<file path="src/rtl/hazard_stall_unit.sv">
// Load-use / memory-wait / branch-flush stall controller with Mealy outputs.
// Optional performance counters are enabled with the HAZARD_PERF_EN macro.
package hazard_stall_pkg;
  typedef logic [4:0] reg_idx_t;
  typedef enum logic [1:0] {
    from_ALU     = 2'd0,
    from_DataMem = 2'd1,
    from_PC      = 2'd2,
    from_Imm     = 2'd3
  } MReg_sel_e;
endpackage

module hazard_stall_unit
  import hazard_stall_pkg::*;
#(
  parameter int LOAD_USE_STALLS = 1,
  parameter int CNT_W           = 32
) (
  input  logic             clk,
  input  logic             rst_n,
  input  reg_idx_t         id_rs1,
  input  reg_idx_t         id_rs2,
  input  logic             id_use_rs1,
  input  logic             id_use_rs2,
  input  reg_idx_t         id_ex_rd,
  input  logic             id_ex_regwrite,
  input  MReg_sel_e        id_ex_MReg,
  input  logic             ex_branch_taken,
  input  logic             dmem_req,
  input  logic             dmem_ready,
  output logic             pc_write,
  output logic             if_id_write,
  output logic             if_id_flush,
  output logic             id_ex_write,
  output logic             id_ex_bubble,
  output logic             ex_mem_write,
  output logic             mem_wb_write,
  output logic [CNT_W-1:0] lu_stall_cnt,
  output logic [CNT_W-1:0] mem_wait_cnt,
  output logic [CNT_W-1:0] flush_cnt
);

  typedef enum logic [1:0] {RUN, LU_STALL, MEM_WAIT} state_t;

  localparam logic [2:0] REM_INIT = 3'(LOAD_USE_STALLS - 1);

  state_t     state, state_nxt, ret, ret_nxt, eff;
  logic [2:0] rem, rem_nxt;
  logic       lu, memwait, lu_ev, fl_ev;

  assign lu = id_ex_regwrite && (id_ex_MReg == from_DataMem) && (id_ex_rd != '0) &&
              ((id_use_rs1 && (id_rs1 == id_ex_rd)) || (id_use_rs2 && (id_rs2 == id_ex_rd)));
  assign memwait = dmem_req && !dmem_ready;

  // When a memory wait releases, this cycle behaves exactly like the saved state.
  assign eff = (state == MEM_WAIT) ? ret : state;

  always_ff @(posedge clk or negedge rst_n) begin
    if (!rst_n) begin
      state <= RUN;
      ret   <= RUN;
      rem   <= '0;
    end else begin
      state <= state_nxt;
      ret   <= ret_nxt;
      rem   <= rem_nxt;
    end
  end

  always_comb begin
    pc_write     = 1'b1;
    if_id_write  = 1'b1;
    if_id_flush  = 1'b0;
    id_ex_write  = 1'b1;
    id_ex_bubble = 1'b0;
    ex_mem_write = 1'b1;
    mem_wb_write = 1'b1;
    state_nxt    = state;
    ret_nxt      = ret;
    rem_nxt      = rem;
    lu_ev        = 1'b0;
    fl_ev        = 1'b0;
    if (memwait) begin
      pc_write     = 1'b0;
      if_id_write  = 1'b0;
      id_ex_write  = 1'b0;
      ex_mem_write = 1'b0;
      mem_wb_write = 1'b0;
      state_nxt    = MEM_WAIT;
      if (state != MEM_WAIT) ret_nxt = state;
    end else if (ex_branch_taken) begin
      // The ID instruction is squashed, so any pending load-use stall is moot.
      if_id_flush  = 1'b1;
      id_ex_bubble = 1'b1;
      state_nxt    = RUN;
      rem_nxt      = '0;
      fl_ev        = 1'b1;
    end else if ((eff == LU_STALL) || lu) begin
      pc_write     = 1'b0;
      if_id_write  = 1'b0;
      id_ex_bubble = 1'b1;
      lu_ev        = 1'b1;
      if (eff == LU_STALL) begin
        if (rem <= 3'd1) begin
          state_nxt = RUN;
          rem_nxt   = '0;
        end else begin
          state_nxt = LU_STALL;
          rem_nxt   = rem - 3'd1;
        end
      end else if (LOAD_USE_STALLS > 1) begin
        state_nxt = LU_STALL;
        rem_nxt   = REM_INIT;
      end else begin
        state_nxt = RUN;
      end
    end else begin
      state_nxt = RUN;
    end
    if (!rst_n) begin
      pc_write     = 1'b0;
      if_id_write  = 1'b0;
      if_id_flush  = 1'b0;
      id_ex_write  = 1'b0;
      id_ex_bubble = 1'b0;
      ex_mem_write = 1'b0;
      mem_wb_write = 1'b0;
    end
  end

`ifdef HAZARD_PERF_EN
  always_ff @(posedge clk or negedge rst_n) begin
    if (!rst_n) begin
      lu_stall_cnt <= '0;
      mem_wait_cnt <= '0;
      flush_cnt    <= '0;
    end else begin
      if (lu_ev)   lu_stall_cnt <= lu_stall_cnt + 1'b1;
      if (memwait) mem_wait_cnt <= mem_wait_cnt + 1'b1;
      if (fl_ev)   flush_cnt    <= flush_cnt + 1'b1;
    end
  end
`else
  logic unused_perf;
  assign unused_perf  = lu_ev | fl_ev;
  assign lu_stall_cnt = '0;
  assign mem_wait_cnt = '0;
  assign flush_cnt    = '0;
`endif

endmodule
</file>
<file path="config.mk">
export PLATFORM = sky130hd
export DESIGN_NAME = hazard_stall_unit
export DESIGN_NICKNAME = d
export VERILOG_FILES = /design/src/rtl/hazard_stall_unit.sv
export SDC_FILE = /design/constraint.sdc
export NUM_CORES = 1
export LEC_CHECK = 0
export ABC_AREA = 0
export CAP_MARGIN = 10
export CORE_AREA = 4 4 98 54
export DETAILED_ROUTE_END_ITERATION = 10
export DIE_AREA = 0 0 102 58
export GPL_ROUTABILITY_DRIVEN = 0
export PLACE_DENSITY = 0.8
export SETUP_SLACK_MARGIN = 0.3
export SLEW_MARGIN = 20
export SYNTH_ARGS = -nofsm -noshare
export SYNTH_HDL_FRONTEND = slang
export SYNTH_SLANG_ARGS = --single-unit
</file>
<file path="constraint.sdc">
create_clock -name clk -period 2.6 [get_ports clk]
set_clock_uncertainty 0.15 [all_clocks]
set_input_delay 0.78 -clock clk [delete_from_list [all_inputs] [get_ports clk]]
set_output_delay 0.78 -clock clk [all_outputs]
set_load 0.005 [all_outputs]
</file>
==> results of run 1 <==
## how the worst max path moves through the flow
stage                           start      endpoint  slack, ps
after global routing        id_rs1[3]  id_ex_bubble        -90
after detailed placement  id_ex_rd[0]  id_ex_bubble       -830
final                       id_rs1[3]  id_ex_bubble        -30
after global placement    id_ex_rd[0]  id_ex_bubble       -810
after floorplan           id_ex_rd[3]      pc_write        220
after CTS                   id_rs1[0]  id_ex_bubble        -30
## per-stage QoR
stage / cells / power [W]
5_1_grt: 260 / 0.000429
2_1_floorplan: 257 / 0.000286
3_5_place_dp: 252 / 0.000248
6_report: 260 / 0.000403
4_1_cts: 260 / 0.000402
3_3_place_gp: 252 / 0.000247
## repair_timing
action | CTS | global route
hold buffers | 0 | 0
pin swaps | 21 | 5
resized for setup | 128 | 1
buffers inserted | 4 | 0
endpoints found under the setup margin | 7 | 7
## state kept, by name, indices dropped and copies added (netlist names)
| name | cells |
|---|---|
| ret | 2 |
| state | 2 |
| rem | 3 |
## kinds of logic (layout without fill, tap and decap cells)
kind of cell | Yosys count | count (layout) | synth area share (%)
buf+inv | 107 | 53 | 60.8
simple gates | 20 | 20 | 8.26
compound gates | 15 | 15 | 8.06
xor+xnor | 10 | 10 | 6.88
flops | 7 | 7 | 13.8
fa+ha+maj | 2 | 2 | 1.97
other cells | 1 | 96 | 0.295
## power by group through the flow
stage          combinational (W)  clock [W]  sequential, W
3_3_place_gp            0.000135          0       0.000112
3_5_place_dp            0.000135          0       0.000112
6_report                0.000141   0.000152       0.000111
2_1_floorplan           0.000174          0       0.000112
5_1_grt                 0.000157   0.000162       0.000111
4_1_cts                 0.000137   0.000155       0.000111
## worst min-delay path: cells and delay by family, from the launching register on
family        cells  cell delay, ps
flops             1             350
simple gates      2             120
## cells in the mapped netlist (2+ instances only)
cell type,count
buf_4,99
nand4_1,2
inv_1,8
nand2_1,9
xnor2_1,10
ha_1,2
dfrtp_1,7
a21oi_1,2
o21ai_0,4
## layer usage
| layer | routed length (um) | vias up |
|---|---|---|
| met5 | 0 | - |
| met3 | 235 | 2 |
| met1 | 638 | 379 |
| li1 | - | 403 |
| met2 | 1430 | 47 |
| met4 | 19 | 0 |
## layout make-up
cell class	count	area share, %
Multi-Input combinational cell	143	52.3
Timing Repair Buffer	41	25.0
Clock buffer	4	3.17
Tap cell	57	5.02
Sequential cell	7	12.3
Inverter	8	2.11
==> summary.md, run 1 <==
| Metric | Value |
|---|---|
| Sequential Area | `175 um2` |
| Tmin final | `between 2000 and 3000 ps` |
| CTS tree | `done` |
| Worst setup SP type | `primary input` |
| Worst Hold End | `ret[0]` |
| DR WL/cell | `8.94 um` |
| R2R Path End | `rem[0]` |
| RSZ-0062 raised after global routing | `yes` |
| Final-report hold violation count | `0` |
| DRT iter0 DRCs | `8` |
| Die height | `58 um` |
| Max-cap violations | `0` |
| Fin worst setup slack | `-32.2 ps` |
| Total clock sinks | `7` |
| Share of post-route cells with drive strength above 1 | `24.6%` |
| Final net count | `231` |
| Post-route ant nets | `0` |
| Vias | `831` |
| Crit Path Class | `primary input to output pin` |
| Buf+Inv Stages, Crit Path | `3` |
| Period Utilization, post-route | `101%` |
| Sequential power share | `between 20% and 30%` |
| Grt met2 use | `between 10% and 20%` |
| Drt pass-1 iters | `4` |
| Area contributors post-synth | `buf_4, dfrtp_1, xnor2_1` |
| PwrDens | `284 nW/um2` |
| Final Setup Violations | `1` |
| Asr flop ratio synth | `100%` |
| Hold wc startpoint | `state[0]` |
| Ant diodes | `0` |
| Outcome | `finished, violations left` |
| Syn Inst Count | `162` |
| Total routed wirelength | `between 2000 and 2500 um` |
| CP Capture Type | `output pin` |
| Slew Limit Fails | `0` |
| Fin util | `32.7%` |
| Final hold slack | `351 ps` |
| Synthesized area | `1270 um2` |
| Met1 usage | `6.50%` |
| Share of the synthesized area in the top cell type | `58.4%` |
| Worst Path Required | `1670 ps` |
| Instance count on the critical path | `7` |
| Clock power share | `37.6%` |
| Pin count of the biggest net entering global routing | `8` |
| Multi-input logic area | `743 um2` |
| Max clock buf depth | `2` |
| Initial antenna violation count | `0` |
| Port bufs | `31` |
| First-pass GRT wire length | `~3000 um` |
| Remaining global-route overflow | `0` |
| R2R cell count | `5` |
| Seq cells post-synth | `7` |
| FF-to-FF setup slack | `1020 ps` |
| Post-DP Area | `roughly 1400 um2` |
| Clock buffer count from CTS | `3` |
| Die area | `between 5000 and 6000 um2` |
| GRT Util Overall | `under 10%` |
| Initial Util | `29.3%` |
| DPL Wire Length | `around 2100 um` |
| Root Buffer Master | `clkbuf_8` |
| P_int | `0.000284 W` |
| Number of enable flip-flop cells after synthesis | `0` |
| Most frequent cells in the layout | `conb_1, buf_6, buf_2` |
| Logic pwr share | `between 30% and 40%` |
| Number of global-route vias before repair | `just under 700` |
| Layout area overhead | `11.6%` |
| F_max | `380 MHz` |
| Library cells used by synthesis | `28` |
| Critical-path cell list | `buf_6, xnor2_2, nand4_1, o22ai_2, buf_4, a31o_1, buf_2` |
| # fillers | `448` |
| Grt met3 use | `1.44%` |
| TNS Setup | `-32.2 ps` |
| Fin area | `1420 um2` |
| Ports | `128` |
| Failing checks | `negative setup slack` |
| Synth Flop Type | `dfrtp_1` |
| Critical path's slowest cell | `o22ai_2` |
| Syn avg cell area | `7.85 um2` |
| Largest delay contributor family on the critical path | `buffers and inverters` |
| Die width | `about 100 um` |
| Clock H-tree levels | `1` |
| Worst EP arrival | `1700 ps` |
| Leak | `0.834 nW` |
| Clock latency on the worst-skew pair | `between 200 and 250 ps` |
| HP Class | `flip-flop to flip-flop` |
| FF-to-FF Start | `rem[0]` |
| Clk pin slew, worst setup/hold paths | `40 ps` |
| Sequential area share after synthesis | `between 10% and 20%` |
| Hold path depth | `2` |
| DR vias/cell | `3.20` |
| VDD IR max | `0.155 mV` |
| Commonest non-fill, non-tap cell in the layout | `conb_1` |
| Psw | `0.000120 W` |
| Synth warn | `0` |
| Worst-path fanout max | `2` |
| DRC viols | `0` |
| Max stage delay on crit path | `about 220 ps` |
| Core Footprint | `4340 um2` |
| Switching part of the total power | `between 20% and 30%` |
| GRT Max-Usage Layer | `met2` |
| Row cnt | `17` |
| Dominant cell type by area after synthesis | `buf_4` |
| Pre-CTS setup slack | `-825 ps` |
No activity file was read; power rests on OpenSTA's default activity.
==> run 2: changes to the inputs <==
--- a/config.mk
+++ b/config.mk
@@ -11,6 +11,7 @@
 export DETAILED_ROUTE_END_ITERATION = 10
 export DIE_AREA = 0 0 102 58
 export GPL_ROUTABILITY_DRIVEN = 0
+export MAX_ROUTING_LAYER = met4
 export PLACE_DENSITY = 0.8
 export SETUP_SLACK_MARGIN = 0.3
 export SLEW_MARGIN = 20
==> run 2 against run 1 <==
Global-route usage up 0.19 points. The run still ends with negative setup slack left. Sequential cell count stayed put. Register-to-register slack hardly changed.
==> summary.md, run 2 (synthesis results as in run 1) <==
| Metric | Value |
|---|---|
| Clk pin slew, worst setup/hold paths | `40 ps (about the same)` |
| Fin util | `32.7% (unchanged)` |
| Layout area overhead | `11.6% (unchanged)` |
| Critical path's slowest cell | `o22ai_2` |
| Ant diodes | `0 (unchanged)` |
| CTS tree | `done` |
| Die width | `102 um (unchanged)` |
| DR vias/cell | `3.20 (+0.12%)` |
| CP Capture Type | `output pin` |
| DR WL/cell | `9.00 um (+0.69%)` |
| Clock buffer count from CTS | `3 (unchanged)` |
| Commonest non-fill, non-tap cell in the layout | `conb_1` |
| Switching part of the total power | `29.5% (-0.14 points)` |
| Largest register FFs | `3 (unchanged)` |
| Buf+Inv Stages, Crit Path | `3 (unchanged)` |
| Worst setup SP type | `primary input` |
| Fin cells | `260 (unchanged)` |
| # fillers | `448 (unchanged)` |
| RSZ-0062 raised after global routing | `yes` |
| Ports | `128 (unchanged)` |
| Row cnt | `17 (unchanged)` |
| Hold_buf cts | `0 (unchanged)` |
| Total routed wirelength | `2340 um (+0.69%)` |
| Pin count of the biggest net entering global routing | `8 (unchanged)` |
| Failing checks | `negative setup slack` |
| Final net count | `231 (unchanged)` |
| Max stage delay on crit path | `220 ps (about the same)` |
| GRT Util Overall | `6.57% (+0.19 points)` |
| FF-to-FF setup slack | `1020 ps (about the same)` |
| Final Setup Violations | `1 (unchanged)` |
| Total power | `0.000402 W (-0.21%)` |
| Fin worst setup slack | `-32.2 ps (+0.00300 ps)` |
| Worst EP arrival | `1700 ps (about the same)` |
| Clock latency on the worst-skew pair | `230 ps (about the same)` |
| Final-report hold violation count | `0 (unchanged)` |
| Root Buffer Master | `clkbuf_8` |
| DP Cell Count | `252 (unchanged)` |
| Share of post-route cells with drive strength above 1 | `24.6% (unchanged)` |
| PwrDens | `283 nW/um2 (-0.21%)` |
| Fin area | `1420 um2 (unchanged)` |
| Total clock sinks | `7 (unchanged)` |
| Most frequent cells in the layout | `conb_1, buf_6, buf_2` |
| Initial Util | `29.3% (unchanged)` |
| First-pass GRT wire length | `3060 um (unchanged)` |
| P_int | `0.000284 W (about the same)` |
| Worst Path Required | `1670 ps (about the same)` |
| Period Utilization, post-route | `101% (about the same)` |
| F_max | `380 MHz (unchanged)` |
| Die area | `5920 um2 (unchanged)` |
| Post-route ant nets | `0 (unchanged)` |
| Slew Limit Fails | `0 (unchanged)` |
| DRT iter0 DRCs | `8 (unchanged)` |
| Max clock buf depth | `2 (unchanged)` |
| Multi-input logic area | `743 um2 (unchanged)` |
| Remaining global-route overflow | `0 (unchanged)` |
| Critical-path cell list | `buf_6, xnor2_2, nand4_1, o22ai_2, buf_4, a31o_1, buf_2` |
| Drt pass-1 iters | `4 (unchanged)` |
| VDD IR max | `0.154 mV (-0.68%)` |
| Sequential power share | `27.5% (about the same)` |
| Core Footprint | `4340 um2 (unchanged)` |
| HP Class | `flip-flop to flip-flop` |
| DRC viols | `0 (unchanged)` |
| Tmin final | `2630 ps (-0.00300 ps)` |
| Worst-path fanout max | `2 (unchanged)` |
| DPL Wire Length | `2110 um (unchanged)` |
| Clock power share | `37.5% (about the same)` |
| Vias | `832 (+0.12%)` |
| Initial antenna violation count | `0 (unchanged)` |
| Most flops, register | `rem` |
| Logic pwr share | `35.0% (about the same)` |
| Port bufs | `31 (unchanged)` |
| Top Registers | `rem: 3 flops, ret: 2 flops, state: 2 flops` |
| Post-DP Area | `1360 um2 (unchanged)` |
| Psw | `0.000119 W (-0.67%)` |
| Max-cap violations | `0 (unchanged)` |
| Clock H-tree levels | `1 (unchanged)` |
| Number of global-route vias before repair | `693 (-0.14%)` |
| Outcome | `finished, violations left` |
| Leak | `0.834 nW (unchanged)` |
| Final hold slack | `355 ps (+3.77 ps)` |
| Sequential Area | `175 um2 (unchanged)` |
| Crit Path Class | `primary input to output pin` |
| Die height | `58 um (unchanged)` |
| Largest delay contributor family on the critical path | `buffers and inverters` |
==> run 2: area by class of cell <==
class                      instances  area share [%]
sequential                         7            12.3
inverter                           8            2.11
timing repair buffer              41            25.0
multi-input combinational        143            52.3
clock buffer                       4            3.17
tap                               57            5.02
==> run 2: path summary, 6_finish.rpt <==
kind / start / end / cells after the start
worst max-delay path: id_rs1[3] / id_ex_bubble / 7
max in group asynchronous: rst_n / state[0] / 3
worst min-delay path: state[0] / ret[0] / 2
worst max register to register: rem[0] / rem[0] / 5
min in group asynchronous: rst_n / rem[0] / 3
worst min register to register: state[0] / ret[0] / 2
==> run 2: worst reg2reg max path, cell delays in order, from the launching register on <==
cell	delay (ps)
dfrtp_1	420
ha_1	210
o21bai_1	140
a21oi_1	190
nand3_1	180
o21ai_0	210
==> run 2: timing repair <==
item	CTS	global route
setup endpoints to repair	7	7
pin swaps	21	5
resized for setup	128	1
hold endpoints to repair	0	0
setup buffers	4	0
==> run 2: per-stage QoR <==
stage	setup TNS, ps	setup WS, ps
2_1_floorplan	0	223
3_3_place_gp	-4130	-812
3_5_place_dp	-4200	-825
4_1_cts	-27.5	-27.5
5_1_grt	-89.8	-89.8
6_report	-32.2	-32.2
==> run 2: power by group through the flow <==
stage | Sequential [W] | Combinational [W] | Clock, W
2_1_floorplan | 0.000112 | 0.000174 | 0
3_3_place_gp | 0.000112 | 0.000135 | 0
3_5_place_dp | 0.000112 | 0.000135 | 0
4_1_cts | 0.000111 | 0.000137 | 0.000155
5_1_grt | 0.000111 | 0.000157 | 0.000162
6_report | 0.000111 | 0.000141 | 0.000151
==> run 2: layer usage <==
layer	up-vias	share of wire [%]	track usage (%)	routed length, um
li1	401	-	-	-
met1	381	28	6.50	652
met2	48	61	13.0	1430
met3	2	10	1.44	234
met4	0	0.81	1.68	19
met5	-	0	-	0
